`config.mk`:
```
export PLATFORM = sky130hd
export DESIGN_NAME = laser_host
export DESIGN_NICKNAME = d
export VERILOG_FILES = /design/src/rtl/laser_pkg.sv /design/src/rtl/laser_cover_chk.sv /design/src/rtl/laser_host.sv
export SDC_FILE = /design/constraint.sdc
export NUM_CORES = 2
export LEC_CHECK = 0
export ABC_AREA = 1
export CORE_MARGIN = 4
export CORE_UTILIZATION = 56
export DETAILED_ROUTE_END_ITERATION = 12
export PLACE_DENSITY = 0.75
export SLEW_MARGIN = 15
export SYNTH_ARGS = -nofsm -noshare
export SYNTH_HDL_FRONTEND = slang
export SYNTH_SLANG_ARGS = --single-unit
```
`constraint.sdc`:
```
create_clock -name CLK -period 3.2 [get_ports CLK]
set_input_delay 0.32 -clock CLK [delete_from_list [all_inputs] [get_ports CLK]]
set_output_delay 0.32 -clock CLK [all_outputs]
set_load 0.1 [all_outputs]
```
`src/rtl/laser_pkg.sv`:
```
// rtl/laser_pkg.sv - shared constants, state encoding and distance helper for laser_host
package laser_pkg;
  localparam int PT_NUM    = 40;
  localparam int COORD_W   = 4;
  localparam int RADIUS_SQ = 16;
  localparam int COVER_W   = 6;
  localparam int D2_W      = 9;

  typedef enum logic [2:0] {S_IDLE, S_SEND, S_WAIT, S_SCORE, S_REPORT} state_t;

  // Squared Euclidean distance; 9 bits holds the worst case 15^2 + 15^2 = 450.
  function automatic logic [D2_W-1:0] dist_sq(input logic [COORD_W-1:0] ax, ay, bx, by);
    logic [COORD_W-1:0] dx, dy;
    dx = (ax >= bx) ? ax - bx : bx - ax;
    dy = (ay >= by) ? ay - by : by - ay;
    return D2_W'(dx) * D2_W'(dx) + D2_W'(dy) * D2_W'(dy);
  endfunction
endpackage

```
`src/rtl/laser_cover_chk.sv`:
```
// rtl/laser_cover_chk.sv - combinational check: is a point within radius 4 of either centre
module laser_cover_chk
  import laser_pkg::*;
(
  input  logic [COORD_W-1:0] px,
  input  logic [COORD_W-1:0] py,
  input  logic [COORD_W-1:0] c1x,
  input  logic [COORD_W-1:0] c1y,
  input  logic [COORD_W-1:0] c2x,
  input  logic [COORD_W-1:0] c2y,
  output logic               covered
);
  assign covered = (dist_sq(px, py, c1x, c1y) <= D2_W'(RADIUS_SQ)) ||
                   (dist_sq(px, py, c2x, c2y) <= D2_W'(RADIUS_SQ));
endmodule

```
`src/rtl/laser_host.sv`:
```
// rtl/laser_host.sv - image store and sequencer driving the LASER solver
// LASER_HOST_SCORE_EN adds the SCORE state and coverage count.
module laser_host
  import laser_pkg::*;
#(
  parameter int IMG_NUM = 4,
  parameter int TIMEOUT = 1023,
  localparam int IW = (IMG_NUM > 1) ? $clog2(IMG_NUM) : 1,
  localparam int AW = $clog2(IMG_NUM * PT_NUM)
) (
  input  logic               CLK,
  input  logic               RST,
  input  logic               wr_en,
  input  logic [AW-1:0]      wr_addr,
  input  logic [COORD_W-1:0] wr_x,
  input  logic [COORD_W-1:0] wr_y,
  input  logic               start,
  output logic [COORD_W-1:0] X,
  output logic [COORD_W-1:0] Y,
  input  logic               DONE,
  input  logic [COORD_W-1:0] C1X,
  input  logic [COORD_W-1:0] C1Y,
  input  logic [COORD_W-1:0] C2X,
  input  logic [COORD_W-1:0] C2Y,
  output logic               res_valid,
  output logic [IW-1:0]      res_img,
  output logic [COORD_W-1:0] res_c1x,
  output logic [COORD_W-1:0] res_c1y,
  output logic [COORD_W-1:0] res_c2x,
  output logic [COORD_W-1:0] res_c2y,
  output logic [COVER_W-1:0] res_cover,
  output logic               res_timeout,
  output logic               busy,
  output logic               all_done
);
  localparam int DEPTH = IMG_NUM * PT_NUM;
  localparam int WW = $clog2(TIMEOUT + 1);
  localparam logic [5:0] PT_LAST = 6'(PT_NUM - 1);
  localparam logic [IW-1:0] IMG_LAST = IW'(IMG_NUM - 1);

  logic [2*COORD_W-1:0] mem_q [DEPTH];

  state_t               state_q, state_d;
  logic [IW-1:0]        img_q, img_d, res_img_q, res_img_d;
  logic [5:0]           pt_q, pt_d;
  logic [WW-1:0]        wait_q, wait_d;
  logic [COORD_W-1:0]   x_q, x_d, y_q, y_d;
  logic [COORD_W-1:0]   c1x_q, c1x_d, c1y_q, c1y_d, c2x_q, c2x_d, c2y_q, c2y_d;
  logic                 timeout_q, timeout_d;
  logic [AW-1:0]        send_addr;
  logic [2*COORD_W-1:0] send_pt;

  always_ff @(posedge CLK) begin
    if (wr_en && 32'(wr_addr) < DEPTH) mem_q[wr_addr] <= {wr_x, wr_y};
  end

`ifdef LASER_HOST_SCORE_EN
  logic [COVER_W-1:0]   cover_q, cover_d;
  logic [AW-1:0]        score_addr;
  logic [2*COORD_W-1:0] score_pt;
  logic                 covered;

  assign score_addr = AW'(img_q) * AW'(PT_NUM) + AW'(pt_q);
  assign score_pt   = mem_q[score_addr];

  laser_cover_chk u_cover_chk (
    .px(score_pt[2*COORD_W-1:COORD_W]), .py(score_pt[COORD_W-1:0]),
    .c1x(c1x_q), .c1y(c1y_q), .c2x(c2x_q), .c2y(c2y_q),
    .covered(covered)
  );
`endif

  always_comb begin
    state_d   = state_q;
    img_d     = img_q;
    pt_d      = pt_q;
    wait_d    = wait_q;
    c1x_d     = c1x_q;
    c1y_d     = c1y_q;
    c2x_d     = c2x_q;
    c2y_d     = c2y_q;
    timeout_d = timeout_q;
    res_img_d = res_img_q;
`ifdef LASER_HOST_SCORE_EN
    cover_d   = cover_q;
`endif
    case (state_q)
      S_IDLE: if (start) begin
        state_d   = S_SEND;
        img_d     = '0;
        pt_d      = '0;
        timeout_d = 1'b0;
      end
      S_SEND: if (pt_q == PT_LAST) begin
        state_d = S_WAIT;
        pt_d    = '0;
        wait_d  = '0;
      end else begin
        pt_d = pt_q + 6'd1;
      end
      S_WAIT: if (DONE) begin
        c1x_d = C1X;
        c1y_d = C1Y;
        c2x_d = C2X;
        c2y_d = C2Y;
`ifdef LASER_HOST_SCORE_EN
        cover_d = '0;
        state_d = S_SCORE;
`else
        state_d = S_REPORT;
`endif
      end else if (wait_q == WW'(TIMEOUT - 1)) begin
        state_d   = S_REPORT;
        timeout_d = 1'b1;
        c1x_d     = '0;
        c1y_d     = '0;
        c2x_d     = '0;
        c2y_d     = '0;
`ifdef LASER_HOST_SCORE_EN
        cover_d   = '0;
`endif
      end else begin
        wait_d = wait_q + WW'(1);
      end
`ifdef LASER_HOST_SCORE_EN
      S_SCORE: begin
        cover_d = cover_q + COVER_W'(covered);
        if (pt_q == PT_LAST) begin
          state_d = S_REPORT;
          pt_d    = '0;
        end else begin
          pt_d = pt_q + 6'd1;
        end
      end
`endif
      // Chaining straight into the next SEND keeps the solver stream gap-free.
      S_REPORT: if (img_q == IMG_LAST) begin
        state_d = S_IDLE;
      end else begin
        state_d   = S_SEND;
        img_d     = img_q + IW'(1);
        pt_d      = '0;
        timeout_d = 1'b0;
      end
      default: state_d = S_IDLE;
    endcase
    if (state_d == S_REPORT) res_img_d = img_q;
  end

  // X/Y are registered, so fetch the point that will be on the bus next cycle.
  assign send_addr = AW'(img_d) * AW'(PT_NUM) + AW'(pt_d);
  assign send_pt   = mem_q[send_addr];

  always_comb begin
    x_d = '0;
    y_d = '0;
    if (state_d == S_SEND) {x_d, y_d} = send_pt;
  end

  always_ff @(posedge CLK or posedge RST) begin
    if (RST) begin
      state_q   <= S_IDLE;
      img_q     <= '0;
      pt_q      <= '0;
      wait_q    <= '0;
      x_q       <= '0;
      y_q       <= '0;
      c1x_q     <= '0;
      c1y_q     <= '0;
      c2x_q     <= '0;
      c2y_q     <= '0;
      timeout_q <= 1'b0;
      res_img_q <= '0;
`ifdef LASER_HOST_SCORE_EN
      cover_q   <= '0;
`endif
    end else begin
      state_q   <= state_d;
      img_q     <= img_d;
      pt_q      <= pt_d;
      wait_q    <= wait_d;
      x_q       <= x_d;
      y_q       <= y_d;
      c1x_q     <= c1x_d;
      c1y_q     <= c1y_d;
      c2x_q     <= c2x_d;
      c2y_q     <= c2y_d;
      timeout_q <= timeout_d;
      res_img_q <= res_img_d;
`ifdef LASER_HOST_SCORE_EN
      cover_q   <= cover_d;
`endif
    end
  end

  assign X           = x_q;
  assign Y           = y_q;
  assign res_valid   = (state_q == S_REPORT);
  assign all_done    = res_valid && (img_q == IMG_LAST);
  assign busy        = (state_q != S_IDLE);
  assign res_img     = res_img_q;
  assign res_c1x     = c1x_q;
  assign res_c1y     = c1y_q;
  assign res_c2x     = c2x_q;
  assign res_c2y     = c2y_q;
  assign res_timeout = timeout_q;
`ifdef LASER_HOST_SCORE_EN
  assign res_cover   = cover_q;
`else
  assign res_cover   = '0;
`endif
endmodule

```
==> results_dict.tcl <==
set metrics [dict create \
    synth_edf_count 1280 \
    end_kind "flop" \
    dp_cells 6068 \
    gp_congestion 0.897 \
    rows 114 \
    ys.flop_type "edfxtp_1" \
    wirelength_met1_mm 56.5 \
    finalSetupViolCount 0 \
    setup_tns_ns 0 \
    startpoint_type "flop" \
    die_x_um 320 \
    drive_gt1_share_pct 11.5 \
    fmax_mhz 319 \
    drt_iter0_drc 5446 \
    ant_nets 0 \
    start_util_pct 56.5 \
    yosysTopAreaCellShare_pct 70.4 \
    power.total_w 0.0349 \
    wl_per_cell_um 23.7 \
    die_area_mm2 0.103 \
    multi_input_area_mm2 0.0134 \
    tightest_slew_ns 1.06 \
    place_area_mm2 0.0585 \
    synthTopCellsByArea "edfxtp_1 70%, nand3_1 12%, nand2_1 9.2%" \
    layout.nets 4989 \
    diodes 0 \
    die-height_um 320 \
    core_area_mm2 0.0967 \
    wl_mm 150 \
    critPathRequiredTime_ns 3.87 \
    finalHoldViolations 0 \
    async_flop_share_pct 3.61 \
    vias_per_cell 6.07 \
    dr_wl_met3_mm 17.6 \
    status "complete, no violations" \
    clock_sinks 1328 \
    crit_path_max_fanout 11 \
    critPathArrivalTime_ns 3.81 \
    dpl_worst_slack_ns -0.346 \
    clockBufferDepth 3 \
    yosysTopAreaCell "edfxtp_1" \
    fillers 6894 \
    ff_latch_area_mm2 0.0396 \
    syn_area_per_cell_um2 11.5 \
    track_usage_pct 28.8 \
    met2_length_mm 69.9 \
    path_clk_slew_ns 0.06 \
    grt_pass1_vias 36600 \
    power.density_mw_per_mm2 550 \
    min_from "wr_x[3]" \
    cap_viol_max_count 0 \
    cp-startpoint "state_q[0]" \
    timing.rr.start "state_q[0]" \
    cts-htree-levels 4 \
    ys_types 35 \
    relSlewSlack_pct 29.5 \
    final_area_mm2 0.0634 \
    period_share_pct 97.9 \
    root_buffer "clkbuf_16" \
    grt_max_degree 103 \
    cts_tree "built" \
    netlist_area_mm2 0.0546 \
    grt_pass1_wl_mm 224 \
    io_buffers 66 \
    min_period_ns 3.13 \
    grt_overflow 0 \
    hold_class "input pin to flop" \
    leakage_nw 23.2 \
    ys.warnings.count 0 \
    drt_pass1_iterations 6 \
    drv_slew 0 \
    yosysSeqAreaShare_pct 72.6 \
    numCtsBuffers 137 \
    synth_commonest_cells "1343 x nand2_1, 1311 x nand3_1, 1280 x edfxtp_1, 194 x buf_2, 191 x nor2_1" \
    hold_buffers 0 \
    antenna_found_initial 4 \
    synth.most_common_cell "nand2_1" \
    worst_slack_ns 0.0669 \
    fin_cells 6331 \
    dpl.hpwl_mm 89.7 \
    top_layer "met5" \
    syn_inst 4739 \
    clock_latency_ns 0.74 \
    fin_skew_ns 0.0299 \
    vdd_drop_max_v 0.000570 \
    area_delta_synth_final_pct 16.1 \
    drc 0 \
    ys_seq_elements 1328 \
    crit_type "flop to flop" \
    vias 38400 \
    io_pins 73 \
]
==> logic make-up (layout without fill, tap and decap cells) <==
logic type / after synthesis / count (layout) / share of synthesized area, %
muxes: 1 / 1 / 0.0206
and+or+nand+nor: 2864 / 2864 / 22.8
adders and majority gates: 7 / 7 / 0.174
xor gates and xnor gates: 5 / 5 / 0.0802
DFF: 1328 / 1328 / 72.6
buffers and inverters: 470 / 781 / 3.72
other: 1 / 6 / 0.00686
AOI/OAI and AO/OA: 63 / 63 / 0.623
==> worst max-delay path, stage by stage, from the launching register on <==
cell and delay, ns:
dfrtp_2 0.45, nor2_4 0.19, nand3_2 0.12, nand2_1 0.07, inv_1 0.05, o21ai_1 0.12, buf_4 0.15, ha_4 0.13
inv_1 0.06, fa_2 0.59, buf_12 0.16, inv_4 0.07, buf_12 0.16, nand3_2 0.13, nand3_2 0.16, nand3_1 0.17
nand2_2 0.12, a21oi_2 0.13
==> power by group <==
group | internal (W) | switching [W] | leakage [nW] | total (W)
clock | 0.00874 | 0.00650 | 2.07 | 0.0152
combinational | 0.0000959 | 0.000484 | 9.02 | 0.000580
sequential | 0.0191 | 0.00000594 | 12.1 | 0.0191
==> layout make-up <==
type / instances / area share, %
clock buffer: 190 / 5.95
clock inverter: 59 / 0.754
inverter: 170 / 1.03
multi-input combinational: 2946 / 21.1
sequential: 1328 / 62.5
tap: 1276 / 2.52
timing repair buffer: 362 / 6.11
==> final timing paths <==
kind	endpoint	depth (start not counted)	slack, ns
max in group asynchronous	state_q[0]	2	2.33
min in group asynchronous	res_c1x[1]	2	0.16
hold reg to reg	res_c1y[2]	2	0.47
hold / removal	mem_q[113][7]	1	0.04
setup reg to reg	X[2]	17	0.07
setup / recovery	X[2]	17	0.07
==> flip-flops by register name, summed over array words and instances, names as in the netlist <==
name,flops
mem_q,1280
res_img,2
wait_q,10
Y,4
state_q,3
res_timeout,1
pt_q,6
res_c2x,4
res_c2y,4
img_q,2
res_c1y,4
res_c1x,4
X,4
==> layout by cell type, fill, tap and decap left out, types with 2 or more instances in the layout <==
master	netlist	routed
a21oi_1	27	24
a21oi_2	2	3
a21oi_4	0	2
buf_12	0	68
buf_16	0	2
buf_4	7	222
buf_6	0	11
bufinv_16	0	6
clkbuf_1	73	44
clkbuf_16	0	147
clkbuf_8	0	4
clkdlybuf4s50_1	0	53
clkinv_1	1	24
clkinv_2	0	18
clkinv_8	0	3
clkinvlp_4	0	5
conb_1	1	6
dfrtp_1	48	47
edfxtp_1	1280	1280
ha_1	6	5
inv_1	158	153
inv_2	11	12
inv_4	0	2
inv_6	0	6
nand2_1	1343	1339
nand2_2	3	4
nand2_4	0	2
nand3_1	1311	1265
nand3_2	5	39
nand3_4	0	12
nand4_1	3	3
nor2_1	191	191
nor3_1	5	5
o21ai_0	20	19
o21ai_1	6	7
o22ai_1	3	2
xor2_1	3	3
==> timing repair <==
item	in CTS	in global routing
cloned	1	6
pin swaps	4	8
hold endpoints to repair	0	0
setup endpoints to repair	8	8
buffers inserted	1	6
resized for setup	32	50
==> metrics by stage <==
step,utilization [%],hold slack (ns)
4_1_cts,65.1,0.0132
2_1_floorplan,-,0.419
3_3_place_gp,60.5,0.454
5_1_grt,65.6,0.0271
3_5_place_dp,60.5,0.459
6_report,65.6,0.0417
==> per-layer routing <==
metal / up-vias / track usage [%]
met1: 18500 / 39.8
met3: 380 / 6.16
li1: 17100 / -
met4: 4 / 11.2
met2: 2441 / 45.2
met5: - / 0
Power figures use the tool's default switching activity.
